===== src/rtl/stbus_pkg.sv =====
// Shared types and default geometry for the ST-BUS frame controller.
package stbus_pkg;

  typedef enum logic {
    HUNT   = 1'b0,
    LOCKED = 1'b1
  } state_t;

  localparam int unsigned FRAME_LEN    = 512;
  localparam int unsigned POS_W        = $clog2(FRAME_LEN);
  localparam int unsigned DEF_CHANNELS = 32;
  localparam int unsigned DEF_BITS     = 8;
  localparam int unsigned DEF_WD_LIMIT = 64;

endpackage


===== src/rtl/stbus_edge_sync.sv =====
// Two-flop synchronizer with a one-cycle toggle pulse on every level change.
module stbus_edge_sync (
  input  logic clk,
  input  logic rst_n,
  input  logic din,
  output logic sync,
  output logic toggle
);

  logic meta_q;
  logic sync_q;
  logic prev_q;

  // Idle level after reset is high so a held-high pin produces no event.
  always_ff @(posedge clk or negedge rst_n) begin
    if (!rst_n) begin
      meta_q <= 1'b1;
      sync_q <= 1'b1;
      prev_q <= 1'b1;
    end else begin
      meta_q <= din;
      sync_q <= meta_q;
      prev_q <= sync_q;
    end
  end

  assign sync   = sync_q;
  assign toggle = sync_q ^ prev_q;

endmodule


===== src/rtl/stbus_frame_ctrl.sv =====
// ST-BUS frame alignment controller: tracks c4/f0, tracks bit/channel position.
// Optional c4 loss watchdog is built when STBUS_WATCHDOG_EN is defined.
module stbus_frame_ctrl
  import stbus_pkg::*;
#(
  parameter int unsigned CHANNELS = DEF_CHANNELS,
  parameter int unsigned BITS     = DEF_BITS,
  parameter int unsigned WD_LIMIT = DEF_WD_LIMIT
) (
  input  logic       clk50,
  input  logic       reset_n,
  input  logic       f0,
  input  logic       c4,
  input  logic       enable,
  input  logic [4:0] chan_sel,
  input  logic       int_ack,
  output logic       tx_shift_en,
  output logic       rx_sample_en,
  output logic [2:0] bit_cnt,
  output logic [4:0] chan_cnt,
  output logic       slot_window,
  output logic       frame_start,
  output logic       cpu_int,
  output logic       frame_err,
  output logic       locked
);

  localparam logic [POS_W-1:0] POS_LAST = POS_W'(CHANNELS * BITS * 2 - 1);

  logic rst_meta;
  logic rst_n_int;

  always_ff @(posedge clk50 or negedge reset_n) begin
    if (!reset_n) begin
      rst_meta  <= 1'b0;
      rst_n_int <= 1'b0;
    end else begin
      rst_meta  <= 1'b1;
      rst_n_int <= rst_meta;
    end
  end

  logic c4_lvl;
  logic c4_tog;
  logic f0_lvl;
  logic f0_tog_unused;

  stbus_edge_sync u_c4_sync (
    .clk    (clk50),
    .rst_n  (rst_n_int),
    .din    (c4),
    .sync   (c4_lvl),
    .toggle (c4_tog)
  );

  stbus_edge_sync u_f0_sync (
    .clk    (clk50),
    .rst_n  (rst_n_int),
    .din    (f0),
    .sync   (f0_lvl),
    .toggle (f0_tog_unused)
  );

  logic c4_rise;
  logic c4_fall;
  logic fs_event;
  logic wd_trip;

  assign c4_rise  = c4_tog & c4_lvl;
  assign c4_fall  = c4_tog & ~c4_lvl;
  assign fs_event = c4_fall & ~f0_lvl;

`ifdef STBUS_WATCHDOG_EN
  localparam int unsigned WD_W = $clog2(WD_LIMIT + 1);

  logic [WD_W-1:0] wd_cnt;

  // Saturates at the limit so a dead c4 trips exactly once.
  always_ff @(posedge clk50 or negedge rst_n_int) begin
    if (!rst_n_int) begin
      wd_cnt <= '0;
    end else if (c4_tog) begin
      wd_cnt <= '0;
    end else if (wd_cnt != WD_W'(WD_LIMIT)) begin
      wd_cnt <= wd_cnt + 1'b1;
    end
  end

  assign wd_trip = ~c4_tog & (wd_cnt == WD_W'(WD_LIMIT - 1));
`else
  localparam int unsigned WD_LIMIT_UNUSED = WD_LIMIT;

  assign wd_trip = 1'b0;
`endif

  state_t           state;
  state_t           state_nxt;
  logic [POS_W-1:0] pos;
  logic [POS_W-1:0] pos_nxt;
  logic [1:0]       miss;
  logic [1:0]       miss_nxt;
  logic             cpu_set;
  logic             at_last;

  assign at_last = (pos == POS_LAST);

  always_comb begin
    state_nxt    = state;
    pos_nxt      = pos;
    miss_nxt     = miss;
    cpu_set      = 1'b0;
    tx_shift_en  = 1'b0;
    rx_sample_en = 1'b0;
    frame_start  = 1'b0;
    frame_err    = 1'b0;

    if (c4_fall) begin
      pos_nxt = (fs_event || at_last) ? '0 : pos + 1'b1;
    end

    case (state)
      HUNT: begin
        miss_nxt = '0;
        if (enable && fs_event) begin
          state_nxt = LOCKED;
        end
      end
      LOCKED: begin
        tx_shift_en  = c4_fall & ~pos_nxt[0];
        rx_sample_en = c4_rise & pos[0];
        if (fs_event) begin
          frame_start = 1'b1;
          frame_err   = ~at_last;
          miss_nxt    = '0;
        end else if (c4_fall && at_last) begin
          miss_nxt = miss + 1'b1;
          if (miss == 2'd1) begin
            state_nxt = HUNT;
          end
        end
        if (c4_fall && at_last) begin
          cpu_set = 1'b1;
        end
        if (wd_trip) begin
          frame_err = 1'b1;
          state_nxt = HUNT;
        end
        if (!enable) begin
          state_nxt = HUNT;
        end
      end
      default: state_nxt = HUNT;
    endcase
  end

  always_ff @(posedge clk50 or negedge rst_n_int) begin
    if (!rst_n_int) begin
      state   <= HUNT;
      pos     <= '0;
      miss    <= '0;
      cpu_int <= 1'b0;
    end else begin
      state <= state_nxt;
      pos   <= pos_nxt;
      miss  <= miss_nxt;
      // A wrap in the same cycle as the acknowledge keeps the interrupt set.
      if (cpu_set) begin
        cpu_int <= 1'b1;
      end else if (int_ack) begin
        cpu_int <= 1'b0;
      end
    end
  end

  assign bit_cnt     = pos[3:1];
  assign chan_cnt    = pos[8:4];
  assign locked      = (state == LOCKED);
  assign slot_window = locked & (chan_cnt == chan_sel);

endmodule


===== config.mk =====
export PLATFORM = sky130hd
export DESIGN_NAME = stbus_frame_ctrl
export DESIGN_NICKNAME = d
export VERILOG_FILES = /design/src/rtl/stbus_pkg.sv /design/src/rtl/stbus_edge_sync.sv /design/src/rtl/stbus_frame_ctrl.sv
export SDC_FILE = /design/constraint.sdc
export NUM_CORES = 1
export LEC_CHECK = 0
export BUFFER_PORTS_ARGS = -buffer_cell sky130_fd_sc_hd__buf_2
export CAP_MARGIN = 20
export CORE_ASPECT_RATIO = 1.1
export CORE_UTILIZATION = 40
export DETAILED_ROUTE_END_ITERATION = 12
export PLACE_DENSITY_LB_ADDON = 0.3
export SLEW_MARGIN = 25
export SYNTH_ARGS = -nofsm -noshare
export SYNTH_HDL_FRONTEND = slang
export SYNTH_SLANG_ARGS = --single-unit

===== constraint.sdc =====
create_clock -name clk50 -period 3.84 [get_ports clk50]
set_input_delay 0.768 -clock clk50 [delete_from_list [all_inputs] [get_ports clk50]]
set_output_delay 0.768 -clock clk50 [all_outputs]
set_load 0.01 [all_outputs]

==> metrics.txt, run 1 <==
# H-tree levels 1; critical path capture point type output port; DIE WIDTH 49.7 um; TritonCTS clock tree done; fin nets 130; dpl cells 141; Worst path most repeated cell ha_1; die outline height 54.5 um; Least-Margin Pin Slew 671 ps; routed length on met2 922 um; Max stage delay cell, worst path dfrtp_1; Syn Inst Count 95; mapped cell area 1000 um2; hpwl dp 1.38 mm; crit path kind register to output port; pwr dens 331 nW/um2; average size of a mapped cell 10.5 um2; Max Slew Vio Count 0; syn nets 109; row count 18; Top-Level Pins 26; Worst Path Buf+Inv 1; Seq/Total Area, Yosys 50.6%; initial antenna violation count 0; initial core utilization 43.6%; PostCTS Resize Cnt 0; Pre-antenna DRT Iters 4; setup slack, reg-to-reg 1780 ps; drt wl/cell 12.8 um; Crit path max-delay family simple AND/OR/NAND/NOR gates; f_max 364 MHz; hold buffer count at CTS 0; Worst setup SP type register; min Tclk post-route 2750 ps; routed via count 772; Max Root-Sink Buffers 2; Clock Sinks 20; setup_tns 0 ps; Worst Skew 6.59 ps; CP cell instances ha_1 > nand2_1 > nor3_1 > ha_1 > nor2b_1 > a21oi_1 > buf_2; clk_lat worst skew 300 ps; register share of total power 63.0%; met1 wire length 778 um; Clk pwr share 27.1%; grt total ovfl 0; Sw Pwr 0.0933 mW; Synth top area share 37.5%; leading area contributor after synthesis dfrtp_1; crit share post-route 71.5%; worst path arrival time 1980 ps; largest net degree at the start of global routing 19; Antenna Cells 0; Post-Layout Cell Count 145; Pint 0.280 mW; area of the core 2300 um2; antenna-violating nets left 0; slew margin rel. 55.2%; first-pass GRT wire length 2.99 mm; vias per inst 5.32; Largest stage delay, worst path 420 ps; worst hold path type input port to async pin; Port Buffer Count 25; combinational fraction of design power 9.9%; Peak VDD IR 0.195 mV; status complete, no violations; Root Driver clkbuf_4; RR Endpoint pos[6]; Critical Path RT 3070 ps; area grow syn2layout 12.5%; Ys Warns 0; layout cells sized above 1 29.6%; Placer Congestion 0.775; reg2reg start pos[1]; unrepaired setup endpoints after global routing false; vias in the first global route 714; CP Max Fanout 7; number of remaining DRC errors 0; post-CTS setup repair buffer count 0; Total GRT Usage 14.9%; Clock transition at path regs 110 ps; number of synthesized register bits 20; Post-Route WL 1.85 mm; Die ar. 2710 um2; Fin. Hold Viols 0; Met3 Wirelength 117 um; endpoints failing setup 0; Synth area leaders dfrtp_1 (38%), dfstp_2 (13%), buf_4 (6.0%), ha_1 (3.8%), xnor2_1 (3.5%); DR top layer met4; Switching Share 25.0%; max cap viols 0; Starting DRT DRC Count 30; unique cell type count in the Yosys netlist 32; CTS buffer count 3; reg2reg path depth 7; Lkg Pwr 0.519 nW
per-stage QoR:
step	instance area (um2)	setup slack, ps	utilization, %	power [mW]	hold WS, ps
detailed placement	1100	1440	47.9	0.277	319
global route	1130	900	49.0	0.389	214
finish	1130	1090	49.0	0.373	224
global placement	1100	1480	47.9	0.275	303
CTS	1130	1080	49.0	0.379	217
floorplan	1000	1650	-	0.264	223
state kept, by name (all words and copies together) (netlist names):
name              flops
u_c4_sync.prev_q      1
locked                1
u_c4_sync.sync        1
rst_meta              1
u_f0_sync.sync        1
miss                  2
rst_n_int             1
u_f0_sync.meta_q      1
pos                   9
cpu_int               1
u_c4_sync.meta_q      1
how the worst max path moves through the flow:
| stage | from | end | slack [ps] | cells after the start |
|---|---|---|---|---|
| 3_3_place_gp | pos[1] | tx_shift_en | 1480 | 7 |
| 4_1_cts | pos[1] | tx_shift_en | 1080 | 7 |
| 5_1_grt | pos[1] | tx_shift_en | 900 | 7 |
| 6_report | pos[1] | tx_shift_en | 1090 | 7 |
| 3_5_place_dp | pos[1] | tx_shift_en | 1440 | 7 |
| 2_1_floorplan | pos[1] | tx_shift_en | 1650 | 6 |
cell families (layout without fill, tap and decap cells):
logic type	Yosys count	in the layout	share of synthesized area, %
AND/OR/NAND/NOR	30	30	18.0
flip-flops	20	20	50.6
XOR/XNOR	6	6	5.25
other	1	1	0.375
adder cells (fa/ha/maj)	3	3	3.75
AO/OA/AOI/OAI	21	21	13.8
buffers and inverters	14	34	8.25
layer usage:
metal  vias up  global-route usage, %
met5         -                      0
met4         0                   9.05
met3         5                   2.50
met2        33                   26.6
met1       360                   17.1
li1        374                      -
synth_stat cells, drive strengths merged:
cell / n
o31ai: 2
o21ai: 4
buf: 8
clkbuf: 1
ha: 3
dfrtp: 15
or4: 2
nor2: 5
nand2b: 1
a21oi: 6
a32o: 1
conb: 1
xnor2: 4
or3: 1
a31oi: 1
and4bb: 1
inv: 5
o211ai: 2
o21a: 1
nand4b: 2
or4b: 1
nand4: 2
nor3: 3
nand3b: 1
a21o: 1
xor2: 2
a22o: 3
dfstp: 5
nand2: 5
nor4b: 1
nand3: 3
nor2b: 2
power by group through the flow:
stage               Clock [mW]  Combinational [mW]  Sequential [mW]
detailed placement           0              0.0373            0.240
floorplan                    0              0.0271            0.237
CTS                      0.106              0.0375            0.235
global placement             0              0.0361            0.239
global route             0.110              0.0415            0.238
finish                   0.101              0.0370            0.235
cells in the final DEF (no fill, tap or decap):
master,instances
a32o_1,1
nor2b_1,2
clkbuf_4,3
nand3_1,3
nor2_1,5
clkbuf_1,1
buf_2,25
a21oi_1,6
xor2_1,2
conb_1,1
or4b_1,1
nand4b_1,2
nand2b_1,1
nor4b_1,1
nand2_1,5
ha_1,3
xnor2_1,4
and4bb_4,1
dfrtp_1,15
nand4_1,2
a22o_1,3
inv_1,5
dfstp_2,5
or4_1,2
o211ai_1,2
a21o_1,1
or3_1,1
nor3_1,3
o21a_1,1
nand3b_1,1
o31ai_1,2
o21ai_0,4
a31oi_1,1
layout make-up:
| class | instances | area [um2] |
|---|---|---|
| well taps | 30 | 37.5 |
| fillers | 218 | 1170 |
| clock buffers | 4 | 26.3 |
| repair buffers | 25 | 125 |
| multi-input cells | 61 | 412 |
| inverters | 5 | 18.8 |
| flip-flops and latches | 20 | 507 |
Note: power is estimated with default switching activity, not from simulation.
==> run 2: changes to the inputs <==
ABC_AREA = 1   (was not set)
clock period = 2.8 ns   (was 3.84 ns; I/O delays follow)
==> run 2 against run 1 <==
Sequential share of layout area down 4.7 points. Non-clock buffer count grew 2. Area after synthesis rose by 9.1%. Clock skew is 1.7 ps higher. Synthesized cell count up 43%. Count of clock-buffer cells in the layout is 1 lower. Critical endpoint unchanged. Largest cell class unchanged. Highest routed layer unchanged.
==> metrics.txt, run 2 <==
status complete, no violations; Crit path max-delay family simple AND/OR/NAND/NOR gates; min Tclk post-route 2580 ps; setup_tns 0 ps (unchanged); fin nets 173 (+33%); grt total ovfl 0 (unchanged); Max stage delay cell, worst path dfrtp_1; Worst Slack Setup Final 221 ps (-872 ps); initial antenna violation count 0 (unchanged); max cap viols 0 (unchanged); Root Driver clkbuf_4; endpoints failing setup 0 (unchanged); Total GRT Usage 17.0% (+2.1 points); Post-Layout Cell Count 189 (+30%); Port Buffer Count 25 (unchanged); initial core utilization 42.9% (-0.63 points); Least-Margin Pin Slew 715 ps (+43.9 ps); Post-Place Setup Slack 534 ps (-902 ps); DIE WIDTH 51.8 um (+4.3%); Pre-antenna DRT Iters 4 (unchanged); Min Hold Slack 304 ps (+79.9 ps); Peak VDD IR 0.346 mV (+78%); drt wl/cell 11.4 um (-11%); Die ar. 2940 um2 (+8.8%); row count 19 (+1); CP cell instances ha_1 > nand3_1 > nor4_1 > ha_2 > inv_1 > nand3_2 > nor2_1 > nor2_1 > buf_2; vias in the first global route 931 (+30%); placed instance area 1180 um2 (+7.7%); asr flop ratio synth 100% (unchanged); Worst Skew 8.26 ps (+1.67 ps); largest net degree at the start of global routing 19 (unchanged); crit path kind register to output port; average size of a mapped cell 8.03 um2 (-24%); Worst path most repeated cell nor2_1; Final Util 49.4% (+0.41 points); Seq/Total Area, Yosys 46.4% (-4.2 points); Finished Cell Area 1260 um2 (+12%); Fin. Hold Viols 0 (unchanged); leading area contributor after synthesis dfrtp_1; die outline height 56.8 um (+4.3%); slew margin rel. 52.3% (-2.9 points); Critical Path RT 2240 ps (-830 ps); TritonCTS clock tree done; most frequent cells in the layout nand2_1 (25), buf_2 (25), inv_1 (21), nor2_1 (16), dfrtp_1 (15); dpl cells 183 (+30%); f_max 388 MHz; # H-tree levels 1 (unchanged); area grow syn2layout 15.1%; EDFF count, synth 0 (unchanged); hpwl dp 1.64 mm (+19%); largest register by flop count pos; critical path capture point type output port; total power 0.619 mW (+66%); Post-synth top cells nand2_1 (25), inv_1 (21), nor2_1 (16), dfrtp_1 (15), nand3_1 (9); unrepaired setup endpoints after global routing false; Ys Warns 0 (unchanged); Worst setup SP type register; number of remaining DRC errors 0 (unchanged); max reg flops 9 (unchanged); mapped cell area 1090 um2 (+9.1%); Starting DRT DRC Count 23 (-23%); layout cells sized above 1 29.7% (+0.18 points); Syn Inst Count 136 (+43%); FILL cells 252 (+16%); antenna-violating nets left 0 (unchanged); Synth top area share 34.4% (-3.1 points); Max Slew Vio Count 0 (unchanged); Max Root-Sink Buffers 2 (unchanged); Post-Route WL 2.15 mm (+16%); routed via count 913 (+18%); Largest stage delay, worst path 420 ps (about the same); worst path arrival time 2020 ps (+40 ps); count leader, synth nand2_1; pwr dens 492 nW/um2 (+49%); worst hold path type register to async pin; vias per inst 4.83 (-9.3%); number of synthesized register bits 20 (unchanged); Antenna Cells 0 (unchanged); Primary FF master, synth dfrtp_1; Clock transition at path regs 120 ps (about the same); setup slack, reg-to-reg 810 ps (-970 ps); area of the core 2540 um2 (+11%); Worst Path Buf+Inv 2 (+1); Clock Sinks 20 (unchanged); Placer Congestion 0.867 (+12%); crit share post-route 92.1%; CTS buffer count 3 (unchanged); Top-Level Pins 26 (unchanged); CP Max Fanout 5 (-2); unique cell type count in the Yosys netlist 25 (-22%); first-pass GRT wire length 3.76 mm (+26%); clk_lat worst skew 310 ps (about the same); Lkg Pwr 0.643 nW (+24%); Synth area leaders dfrtp_1 (34%), dfstp_2 (12%), nand2_1 (8.6%), inv_1 (7.2%), buf_4 (5.5%); biggest regs pos: 9 flops, miss: 2 flops; syn nets 150 (+38%)
-- run 2: logic make-up (layout without fill, tap and decap cells) --
group,Yosys count,count (layout),share of synthesized area (%)
AND/OR/NAND/NOR,64,64,27.3
buffers and inverters,33,55,14.8
flip-flops,20,20,46.4
AO/OA/AOI/OAI,13,13,6.19
adder cells (fa/ha/maj),3,3,3.44
XOR/XNOR,2,2,1.60
other,1,1,0.343
-- run 2: area by class of cell --
cell class / instances / area [um2] / share of cell area (%)
inverter: 24 / 90.1 / 7.16
multi-input combinational: 83 / 427 / 33.9
clock inverter: 1 / 30.0 / 2.39
timing repair buffer: 27 / 143 / 11.3
tap: 31 / 38.8 / 3.08
sequential: 20 / 507 / 40.3
clock buffer: 3 / 22.5 / 1.79
-- run 2: timing repair --
action,in CTS,in global routing
hold buffers,1,0
buffers inserted,0,1
endpoints found under the hold margin,2,0
endpoints found under the setup margin,0,1
gates resized for setup,0,1
-- run 2: worst paths after layout --
| path | from | end | cells past startpoint |
|---|---|---|---|
| max | pos[1] | tx_shift_en | 9 |
| min in group clk50 | c4 | u_c4_sync.meta_q | 1 |
| max in group asynchronous | rst_n_int | locked | 0 |
| min reg2reg | rst_n_int | pos[2] | 0 |
| min | rst_n_int | pos[2] | 0 |
| max reg2reg | pos[1] | pos[4] | 9 |
-- run 2: worst register-to-register path, stage by stage (launching register included) --
cell	delay (ps)
dfrtp_1	420
ha_1	200
nand3_1	140
nor4_1	210
ha_2	280
inv_1	80
a21oi_1	280
inv_2	110
o21ai_0	90
nor2_1	60
-- run 2: where the power goes --
group / switching (mW) / leakage, nW / internal (mW)
combinational: 0.0325 / 0.360 / 0.0254
clock: 0.0927 / 0.0279 / 0.145
sequential: 0.0187 / 0.255 / 0.305
-- run 2: metal layers --
metal / track usage (%) / up-vias / part of all wire, % / wire [um]
met2: 29.9 / 29 / 50 / 1080
li1: - / 458 / - / -
met3: 2.71 / 4 / 5.2 / 112
met5: 0 / - / 0 / 0
met4: 5.79 / 0 / 1.4 / 31
met1: 20.4 / 422 / 43 / 922
